==> src/rtl/req_ack_target_pkg.sv <==
// Shared types and constants for the req/ack target channels.
package req_ack_target_pkg;

  localparam int unsigned CNT_WIDTH = 16;
  localparam int unsigned LAT_WIDTH = 4;

  typedef enum logic [1:0] {
    IDLE = 2'd0,
    WAIT = 2'd1,
    ACK  = 2'd2
  } ch_state_t;

endpackage

==> src/rtl/req_ack_target_ch.sv <==
// One req/ack channel: latency FSM, data capture, transfer counter.
// Optional protocol checker enabled by REQ_ACK_TARGET_CHECK_EN.
module req_ack_target_ch
  import req_ack_target_pkg::*;
#(
  parameter int unsigned DATA_WIDTH  = 8,
  parameter int unsigned ACK_LATENCY = 1
) (
  input  logic                  clk,
  input  logic                  rst,
  input  logic                  req,
  input  logic [DATA_WIDTH-1:0] data,
  input  logic                  stall,
  output logic                  ack,
  output logic [DATA_WIDTH-1:0] last_data,
  output logic [CNT_WIDTH-1:0]  xfer_cnt,
  output logic                  err
);

  localparam bit FAST = (ACK_LATENCY == 1);
  localparam logic [LAT_WIDTH-1:0] LAT_LOAD =
    (ACK_LATENCY > 1) ? LAT_WIDTH'(ACK_LATENCY - 2) : '0;

  ch_state_t            state;
  logic [LAT_WIDTH-1:0] cnt;

  // Channel FSM; ack is registered so it is high exactly while in ACK.
  always_ff @(posedge clk) begin
    if (rst) begin
      state     <= IDLE;
      cnt       <= '0;
      ack       <= 1'b0;
      last_data <= '0;
      xfer_cnt  <= '0;
    end else begin
      ack <= 1'b0;
      case (state)
        IDLE: begin
          if (req) begin
            if (FAST && !stall) begin
              state <= ACK;
              ack   <= 1'b1;
            end else begin
              state <= WAIT;
              cnt   <= LAT_LOAD;
            end
          end
        end
        WAIT: begin
          if (!req) begin
            state <= IDLE;
          end else if (cnt != '0) begin
            cnt <= cnt - LAT_WIDTH'(1);
          end else if (!stall) begin
            state <= ACK;
            ack   <= 1'b1;
          end
        end
        ACK: begin
          state <= IDLE;
          if (req) begin
            last_data <= data;
            xfer_cnt  <= xfer_cnt + CNT_WIDTH'(1);
          end
        end
        default: state <= IDLE;
      endcase
    end
  end

`ifdef REQ_ACK_TARGET_CHECK_EN
  // Sticky flag: initiator abandoned the request before it completed.
  always_ff @(posedge clk) begin
    if (rst) begin
      err <= 1'b0;
    end else if (!req && (state == WAIT || state == ACK)) begin
      err <= 1'b1;
    end
  end
`else
  assign err = 1'b0;
`endif

endmodule

==> src/rtl/req_ack_target.sv <==
// N_CH independent req/ack target channels sharing one clock and reset.
// Protocol checker per channel when REQ_ACK_TARGET_CHECK_EN is defined.
module req_ack_target
  import req_ack_target_pkg::*;
#(
  parameter int unsigned N_CH        = 2,
  parameter int unsigned DATA_WIDTH  = 8,
  parameter int unsigned ACK_LATENCY = 1
) (
  input  logic                       clk,
  input  logic                       rst,
  input  logic [N_CH-1:0]            req,
  input  logic [N_CH*DATA_WIDTH-1:0] data,
  input  logic [N_CH-1:0]            stall,
  output logic [N_CH-1:0]            ack,
  output logic [N_CH*DATA_WIDTH-1:0] last_data,
  output logic [N_CH*CNT_WIDTH-1:0]  xfer_cnt,
  output logic [N_CH-1:0]            err
);

  for (genvar i = 0; i < N_CH; i++) begin : gen_ch
    req_ack_target_ch #(
      .DATA_WIDTH  (DATA_WIDTH),
      .ACK_LATENCY (ACK_LATENCY)
    ) u_ch (
      .clk       (clk),
      .rst       (rst),
      .req       (req[i]),
      .data      (data[i*DATA_WIDTH +: DATA_WIDTH]),
      .stall     (stall[i]),
      .ack       (ack[i]),
      .last_data (last_data[i*DATA_WIDTH +: DATA_WIDTH]),
      .xfer_cnt  (xfer_cnt[i*CNT_WIDTH +: CNT_WIDTH]),
      .err       (err[i])
    );
  end

endmodule

==> config.mk <==
export PLATFORM = sky130hd
export DESIGN_NAME = req_ack_target
export DESIGN_NICKNAME = d
export VERILOG_FILES = /design/src/rtl/req_ack_target_pkg.sv /design/src/rtl/req_ack_target_ch.sv /design/src/rtl/req_ack_target.sv
export SDC_FILE = /design/constraint.sdc
export NUM_CORES = 1
export LEC_CHECK = 0
export ABC_CLOCK_PERIOD_IN_PS = 2600
export BUFFER_PORTS_ARGS = -buffer_cell sky130_fd_sc_hd__buf_4
export CAP_MARGIN = 20
export CORE_MARGIN = 5
export CORE_UTILIZATION = 45
export CTS_BUF_LIST = sky130_fd_sc_hd__clkbuf_4 sky130_fd_sc_hd__clkbuf_8
export DETAILED_ROUTE_END_ITERATION = 8
export PLACE_DENSITY = 0.7
export SKIP_CTS_REPAIR_TIMING = 1
export SYNTH_ARGS = -nofsm -noshare
export SYNTH_HDL_FRONTEND = slang
export SYNTH_SLANG_ARGS = --single-unit
export TNS_END_PERCENT = 10
==> constraint.sdc <==
create_clock -name clk -period 2.6 [get_ports clk]
set_clock_uncertainty 0.15 [all_clocks]
set_input_delay 0.39 -clock clk [delete_from_list [all_inputs] [get_ports clk]]
set_output_delay 0.39 -clock clk [all_outputs]
set_load 0.1 [all_outputs]
==> impl_metrics.ini <==
[run_status]
status = completed

[yosys]
yosys_warnings = 0
synth_top_cell_by_area = dfxtp_1
yosysTopAreaCellShare = 0.460
synth_edf_count = 0
ys_top_cells_by_area = dfxtp_1, nand2_1, a21oi_1, nor2_1, xnor2_1
synth_cell_types = 38
synth_compound_area_frac = 0.0853
avgSynthCellArea_um2 = 8.43
synth_seq_cells = 62
yosysMostFrequentCell = dfxtp_1
synth_top_family_by_area = simple AND/OR/NAND/NOR gates
async_flop_share = 0
synth_xor_area_frac = 0.0779
synthAdderAreaFrac = 0.0278
synth-simple-area-share = 0.285
yosysSeqAreaShare = 0.460
synth.cell_area_mm2 = 0.00270
ys.flop_type = dfxtp_1
synth_cells = 320
synth_commonest_cells = dfxtp_1, nand2_1, nor2_1, a21oi_1, xnor2_1
synth_mux_area_frac = 0.0121

[power_and_ir_drop]
combPwrFrac = 0.106
switching_share = 0.255
peakVddDrop_mv = 0.327
p_seq_frac = 0.518
switchingPower_mw = 0.484
leakagePower_nw = 1.37
clkPwrFrac = 0.376
total_power_mw = 1.90
powerDensity_mw_per_mm2 = 556
p_int_mw = 1.42

[clock_tree]
cts.sinks = 62
cts_root_buffer = clkbuf_8
cts.clk_slew.worst_paths_ns = 0.07
clk_path_buf_depth = 2
htreeDepth = 3
cts_buffers = 9
insertion_delay_ns = 0.32
tritoncts = yes

[sta]
maxSlewHeadroom = 0.591
period_share = 0.754
worstMarginPinSlew_ns = 0.614
rsz0062_at_grt = no
hold_viol = 0
tns_ns = 0
setup_viol = 0
drv_slew = 0
post-route-min-period_ns = 1.96
fmax_mhz = 510

[place]
hpwl_mm = 4.25
place_congestion = 0.839
placed_area_mm2 = 0.00326
io_buffers = 71
dp.cells = 450

[floorplan]
die_w_um = 87.4
design.core.area_mm2 = 0.00589
die_h_um = 87.4
rows = 28
initial_core_util = 0.458
pin_count = 74
dieArea_mm2 = 0.00764

[global_routing]
grt.overflow.total = 0
grt_use_met2 = 0.260
antenna_found_initial = 0
grt_max_degree = 61
grt.busiest_layer = met2
grt_first_pass_wirelength_mm = 9.52
grtUsageTotal = 0.155
use_met1 = 0.179
grt_pass1_vias = 2200
grtUsageMet3 = 0.0482

[routing]
dr_total_vias = 2372
antenna_left = 0
first_iter_violations = 99
drc_errors = 0
firstDrtPassIters = 4
routed_wl_mm = 5.97
viasPerCell = 5.11
wl_per_cell_um = 12.9

[critical_path]
arrival_ns = 2.07
reg2reg_slack_ns = 0.64
cp.required_ns = 2.70
startpoint_type = flip-flop
cp-end-kind = flip-flop
criticalPathCategory = reg2reg
cp_max_fo = 9

[job]
maxCapViolCount = 0

[final_layout]
multiInputGateArea_mm2 = 0.00133
synthToLayoutAreaGrowth_pct = 26.7
antenna_cells = 0
regArea_mm2 = 0.00124
nets = 414
stdcell_count = 464
utilization = 0.581
fin_area_mm2 = 0.00342
nFillCells = 542
drive_gt1_frac = 0.234

[worst_hold_path]
min_path_type = in2reg
## stage by stage
stage	hold WS, ns	setup WS (ns)
finish	0.162	0.639
CTS	0.146	0.632
floorplan	0.325	0.0257
global route	0.148	0.541
global placement	0.292	0.635
detailed placement	0.297	0.600
## power groups by stage
stage | Combinational, mW | Clock [mW] | Sequential [mW]
6_report | 0.201 | 0.715 | 0.985
5_1_grt | 0.217 | 0.785 | 0.986
4_1_cts | 0.203 | 0.741 | 0.984
3_5_place_dp | 0.202 | 0 | 1.01
3_3_place_gp | 0.199 | 0 | 1.00
2_1_floorplan | 0.109 | 0 | 1.05
## cell usage in the layout, fill, tap and decap left out, types with 8 or more instances in the layout
cell type | synthesis | routed
nand3_1 | 11 | 11
inv_1 | 10 | 10
nor2_1 | 35 | 35
a21oi_1 | 30 | 30
xor2_1 | 9 | 9
buf_4 | 4 | 74
dfxtp_1 | 62 | 60
nor3_1 | 8 | 8
nand2_1 | 44 | 44
xnor2_1 | 15 | 15
clkbuf_8 | 0 | 10
## flip-flops by register name (all words and copies together) (netlist names)
register,flops
gen_ch.u_ch.cnt,8
gen_ch.u_ch.state,4
gen_ch.u_ch.last_data,16
gen_ch.u_ch.xfer_cnt,32
gen_ch.u_ch.ack,2
## layer usage
metal  part of all wire  vias up
met1               0.45     1091
met3              0.070        7
met5                  0        -
met2               0.47       61
li1                   -     1213
met4              0.014        0
## final timing paths
check                                                 start                     endpoint  cells past startpoint
worst max-delay path             gen_ch[1].u_ch.xfer_cnt[4]  gen_ch[1].u_ch.xfer_cnt[15]                      4
worst min-delay path                                data[4]  gen_ch[0].u_ch.last_data[4]                      3
worst max register to register   gen_ch[1].u_ch.xfer_cnt[4]  gen_ch[1].u_ch.xfer_cnt[15]                      4
worst min register to register  gen_ch[1].u_ch.last_data[4]  gen_ch[1].u_ch.last_data[4]                      2
## critical path, stage by stage, from the launching register on
cell and delay [ns]:
dfxtp_1 0.38, nand3_2 0.16, or3_1 0.52, or4_1 0.54, a21oi_1 0.14
## area by class of cell
class,count,area share
clock buffer,12,0.0447
timing repair buffer,74,0.163
multi-input combinational,229,0.388
sequential,62,0.364
inverter,10,0.0110
tap,75,0.0275
clock inverter,2,0.00293
## logic make-up after synthesis
logic type | after synthesis
simple gates | 151
flops | 62
compound gates | 43
buf+inv | 30
xor+xnor | 24
fa+ha+maj | 6
mux | 3
other cells | 1
(Power assumes the default switching activity.)
